===== src/rtl/sign_mag_addsub_pipe.sv =====
// Two-stage sign-magnitude add/subtract with valid/ready handshake; result 2 cycles after accept.
// in_ready drops only when both stages hold a beat and the sink stalls; no skid buffer.
module sign_mag_addsub_pipe #(
    parameter int N   = 4,
    parameter bit SAT = 1'b0
) (
    input  logic         clk,
    input  logic         reset,
    input  logic         in_valid,
    output logic         in_ready,
    input  logic         op,
    input  logic [N-1:0] a,
    input  logic [N-1:0] b,
    output logic         out_valid,
    input  logic         out_ready,
    output logic [N-1:0] s,
    output logic         ovf,
    output logic         ovf_sticky,
    input  logic         clr_sticky
);
    localparam int M = N - 1;

    logic         s1_valid;
    logic [M-1:0] mag_big;
    logic [M-1:0] mag_small;
    logic         sign_big;
    logic         eff_sub;

    logic         adv2;
    logic [M-1:0] mag_a;
    logic [M-1:0] mag_b;
    logic         sign_a;
    logic         sign_b;
    logic         a_ge_b;

    logic [N-1:0] sum;
    logic         carry;
    logic [M-1:0] mag_res;
    logic         sign_res;

    assign adv2     = ~out_valid | out_ready;
    assign in_ready = ~s1_valid | adv2;

    // Zero magnitude is folded to +0 up front so -0 never steers the sign.
    assign mag_a  = a[M-1:0];
    assign mag_b  = b[M-1:0];
    assign sign_a = a[N-1] & (|mag_a);
    assign sign_b = (b[N-1] ^ op) & (|mag_b);
    assign a_ge_b = (mag_a >= mag_b);

    always_ff @(posedge clk) begin
        if (reset) begin
            s1_valid  <= 1'b0;
            mag_big   <= '0;
            mag_small <= '0;
            sign_big  <= 1'b0;
            eff_sub   <= 1'b0;
        end else if (in_ready) begin
            s1_valid <= in_valid;
            if (in_valid) begin
                mag_big   <= a_ge_b ? mag_a : mag_b;
                mag_small <= a_ge_b ? mag_b : mag_a;
                sign_big  <= a_ge_b ? sign_a : sign_b;
                eff_sub   <= sign_a ^ sign_b;
            end
        end
    end

    // Operands are ordered, so the subtract path never borrows.
    assign sum      = eff_sub ? ({1'b0, mag_big} - {1'b0, mag_small})
                              : ({1'b0, mag_big} + {1'b0, mag_small});
    assign carry    = sum[M];
    assign mag_res  = (SAT && carry) ? {M{1'b1}} : sum[M-1:0];
    assign sign_res = sign_big & (|mag_res);

    always_ff @(posedge clk) begin
        if (reset) begin
            out_valid <= 1'b0;
            s         <= '0;
            ovf       <= 1'b0;
        end else if (adv2) begin
            out_valid <= s1_valid;
            if (s1_valid) begin
                s   <= {sign_res, mag_res};
                ovf <= carry;
            end
        end
    end

    // Set beats clear when both land in the same cycle.
    always_ff @(posedge clk) begin
        if (reset) begin
            ovf_sticky <= 1'b0;
        end else if (out_valid && out_ready && ovf) begin
            ovf_sticky <= 1'b1;
        end else if (clr_sticky) begin
            ovf_sticky <= 1'b0;
        end
    end

endmodule


===== config.mk =====
export PLATFORM = sky130hd
export DESIGN_NAME = sign_mag_addsub_pipe
export DESIGN_NICKNAME = d
export VERILOG_FILES = /design/src/rtl/sign_mag_addsub_pipe.sv
export SDC_FILE = /design/constraint.sdc
export NUM_CORES = 1
export LEC_CHECK = 0
export CAP_MARGIN = 30
export CORE_MARGIN = 4
export CORE_UTILIZATION = 48
export CTS_CLUSTER_SIZE = 16
export DETAILED_ROUTE_END_ITERATION = 10
export PLACE_DENSITY = 0.88
export SLEW_MARGIN = 30
export SYNTH_ARGS = -nofsm -noshare
export SYNTH_HDL_FRONTEND = slang
export SYNTH_SLANG_ARGS = --single-unit

===== constraint.sdc =====
create_clock -name clk -period 2.7 [get_ports clk]
set_input_delay 0.27 -clock clk [delete_from_list [all_inputs] [get_ports clk]]
set_output_delay 0.27 -clock clk [all_outputs]
set_load 0.01 [all_outputs]

# After elaboration in Yosys (flattened, before gate mapping)
# Index checks and enable logic that the tools add are counted.
word_totals:
  in_bits: 14
  elab_cells: 35
  reg_bits: 16
  output_inout_bits: 8
classes:
  order_cmp: 1
  n_bitwise: 9
  n_mux: 6
  reduce_logical: 8
  addsub: 2
ops:
  columns: ["op", "count"]
  rows:
  - ["3-bit OR reduction", 3]
  - ["3-bit two-way mux", 2]
  - ["3-bit by 3-bit adder with 4-bit output", 1]
  - ["4-bit two-way mux", 1]
  - ["2-bit AND reduction", 2]
  - ["3-bit by 3-bit subtractor with 4-bit output", 1]
  - ["1-bit AND", 3]
  - ["3-bit greater-or-equal comparator", 1]
  - ["1-bit two-way mux", 3]
  - ["1-bit logical AND", 2]
  - ["1-bit inverter", 2]
  - ["1-bit OR", 2]
  - ["2-bit nonzero test", 1]
  - ["1-bit bitwise XOR", 2]

# Logic depth before layout (Yosys ltp)
logic_depth:
  depth_word: 4
  ltp_mapped: 9
  mapped_depth_nobuf: 9

# Worst setup path before layout
# OpenSTA, ideal clock, no wires.
synth_timing:
  path_type: "register -> register"
  start: "register mag_small[0]"
  end: "register s[3]"
  stages_incl_launch_ff: 7
  arrival_ns: 1.741
  setup_time_ns: 0.138
  synth_period_minus_slack_ns: 1.879
  required_time_ns: 2.562
  path_buffers: 0
  setup_slack_ns: 0.821
  path_cell_list: "dfxtp_1 > inv_1 > ha_1 > mux2i_1 > fa_1 > o311ai_0 > a21oi_1"
synth_via:
  elab_chain_cells: 4
  elab_cells_between_ends: 5
  cone_classes: "add/sub: 2; mux: 1; bitwise: 1; reduce/logical: 1"
synth_rtl:
  columns: ["item", "line", "rtl"]
  rows:
  - ["start: declaration", "25", "logic [M-1:0] mag_small;"]
  - ["start signal: assignment", "62", "mag_small <= a_ge_b ? mag_b : mag_a;"]
  - ["3-bit by 3-bit adder with 4-bit output or 3-bit by 3-bit subtractor with 4-bit output (tied branches)", "71, 70", null]
  - ["4-bit two-way mux (*)", "70", "assign sum = eff_sub ? ({1'b0, mag_big} - {1'b0, mag_small})"]
  - ["via sum[1]", "36", "logic [N-1:0] sum;"]
  - ["3-bit OR reduction (*)", "74", "assign sign_res = sign_big & (|mag_res);"]
  - ["1-bit AND (*)", "74", null]
  - ["end signal: assignment", "84", "s <= {sign_res, mag_res};"]
  - ["end: declaration", "16", "output logic [N-1:0] s,"]
# The timed path passes the listed nets; every way through them passes the cells marked *.
# A chain may end at the register's enable or synchronous reset.

# Worst setup path after layout
# Same ends and word-level chain as after synthesis.

==> flow_summary_export.csv <==
group,metric,value,unit
cells_and_area,finalNetCount,142,
clock_tree,cts_max_level,1,
placement,hpwl,1500,um
detailed_routing,routedWlPerCell,12.9,um
logic_synthesis,synth.yosys.seq_area_share,33.9,%
cells_and_area,mostFrequentLayoutCell,"clkdlybuf4s50_1",
global_route,grt_pass1_wl,3130,um
sta,worstMarginPinSlew,711,ps
power,combPwrFrac,30.4,%
logic_synthesis,ys_dominant_reg_cell,"dfxtp_1",
detailed_routing,drtIter0Drc,5,
global_route,grt-ovfl-total,0,
logic_synthesis,synth-seq-cells,16,
detailed_routing,drtAntennaViolNets,0,
sta,fin_hold_ws,459,ps
sta,fin_crit,2190,ps
die,die_height,52.4,um
detailed_routing,firstDrtPassIters,4,
die,core_area,1800,sq um
worst_setup_path,required,2850,ps
logic_synthesis,synth.avg_cell_area,9.54,sq um
worst_setup_path,timing_worst_setup_path_type,"reg -> reg",
detailed_routing,drcViolationCount,0,
clock_tree,clk_pin_slew,100,ps
power,total_power,0.619,mW
die,placementRows,15,
logic_synthesis,synthTopCellsByArea,"dfxtp_1 (34%), mux2i_1 (11%), a211oi_2 (9.3%), ha_1 (9.3%), nor2_1 (6.0%)",
status,status,"finished clean",
worst_setup_path,arrival,2340,ps
logic_synthesis,syn-num-nets,121,
logic_synthesis,yosys_warnings,0,
die,ios,22,
sta,slew_headroom,52.5,%
cells_and_area,finalNonFillerCells,144,
placement,gp_congestion,0.744,
sta,clock.fmax,457,MHz
logic_synthesis,synth_edf_count,0,
global_route,grt.total_usage,15.3,%
sta,period_share,81.0,%
worst_setup_path,startpoint_type,"flop",
detailed_routing,via_per_inst,5.14,
sta,final_hold_viol_count,0,
die,die_w,52.4,um
global_route,grt_pass1_vias,743,
clock_tree,insertion_delay,290,ps
power,p_clk_share,25.9,%
run,max-cap-violations,0,
sta,slew_violations,0,
clock_tree,cts_buffer_depth,2,
power,pwr-share-seq,43.7,%
logic_synthesis,synth_top_cell_by_area,"dfxtp_1",
logic_synthesis,yosysUniqueCellTypes,24,
worst_setup_path,setup.worst_path.end_class,"flop",
detailed_routing,drt_wl_total,1860,um
cells_and_area,drive_gt1_share,10.1,%
placement,place_inst,140,
sta,setup_ws,512,ps
power,p_leak,0.488,nW
placement,io_buffers,21,
cells_and_area,area_growth,26.4,%
power,p_per_area,518,nW/um^2
sta,fin_tns_setup,0,ps
die,start_util,52.4,%
clock_tree,post_cts_resized,0,
min_path,hp-class,"reg -> reg",
logic_synthesis,async_reset_ff_share,0,%
logic_synthesis,netlist.area_leader.share,33.9,%
clock_tree,cts_tree,"built",
detailed_routing,num_vias,740,
clock_tree,clock_sinks,16,
global_route,antenna_found_initial,0,
clock_tree,hold_buffers,0,
placement,dp_worst_setup_slack,479,ps
cells_and_area,mostFrequentLayoutCells,"clkdlybuf4s50_1 (21), dfxtp_1 (16), nor2_1 (15), inv_1 (10), mux2i_1 (10)",
worst_setup_path,worstPathMaxFanout,4,
power,peakVddDrop,0.464,mV
global_route,grt_start_max_net_pins,17,
clock_tree,cts_made_buffers,3,
power,switching_share,29.8,%
sta,fin_skew,5.05,ps
cells_and_area,diodes,0,
clock_tree,cts_root_buf,"clkbuf_4",
logic_synthesis,synthCells,99,
clock_tree,post_cts.repair.setup_buffers,0,
power,p_switching,0.185,mW
power,p_int,0.434,mW
cells_and_area,fillers,154,
sta,finalSetupViolations,0,
logic_synthesis,synth_area,945,sq um
die,die_area,2740,sq um
sta,rsz0062_at_grt,"false",
==> registers in the layout, summed over array words and instances (netlist names) <==
name	flops
eff_sub	1
mag_big	3
mag_small	3
out_valid	1
ovf	1
ovf_sticky	1
s	4
s1_valid	1
sign_big	1
==> cell type report <==
cell class	count	area [sq um]	area share, %
Inverter	10	37.5	3.14
Multi-Input combinational cell	68	558	46.8
Tap cell	25	31.3	2.62
Sequential cell	16	320	26.8
Clock buffer	4	36.3	3.04
Timing Repair Buffer	21	210	17.6
==> per-layer routing <==
layer  vias up  GRT usage, %  routed length, um
met2        11          28.7               1020
met4         0          2.55                  0
met1       348          16.5                776
met5         -             0                  0
met3         0          5.13                 60
li1        381             -                  -
==> cell usage after synthesis, types with 2 or more instances <==
cell type and n:
ha_1 7, and2_1 2, clkbuf_1 2, nand2b_1 4, nor2_1 15, nor3_1 2, a21o_1 2, buf_2 2
a21oi_1 4, mux2i_1 10, dfxtp_1 16, inv_1 10, a211oi_1 3, a211oi_2 7, xnor2_1 4
==> power by group through the flow <==
stage               clock, mW  combinational (mW)  sequential [mW]
floorplan                   0               0.126            0.276
global placement            0               0.179            0.274
detailed placement          0               0.188            0.275
CTS                     0.164               0.191            0.270
global route            0.174               0.209            0.273
finish                  0.160               0.188            0.270
==> cells by family after synthesis <==
logic type      Yosys count  synth area share (%)
flops                    16                  33.9
simple gates             25                  12.3
mux                      10                  10.6
compound gates           20                  20.1
buf+inv                  15                  7.02
xor+xnor                  5                  4.64
fa+ha+maj                 8                  11.4
==> worst max-delay path, cell delays in order, from the launching register on <==
cell and delay, ps:
dfxtp_1 410, inv_1 70, ha_1 290, mux2i_1 280
fa_1 510, o311ai_0 380, a21oi_1 110
==> through the flow <==
stage / utilization (%) / cell area (sq um)
floorplan: - / 945
global placement: 64.2 / 1160
detailed placement: 64.2 / 1160
CTS: 66.3 / 1190
global route: 66.3 / 1190
finish: 66.3 / 1190
==> final timing paths <==
| check | start | end | slack, ps | depth (start not counted) |
|---|---|---|---|---|
| hold / removal | s1_valid | out_valid | 460 | 2 |
| setup / recovery | mag_small[0] | s[3] | 510 | 6 |
| hold reg to reg | s1_valid | out_valid | 460 | 2 |
| setup reg to reg | mag_small[0] | s[3] | 510 | 6 |
(Power assumes the default switching activity.)
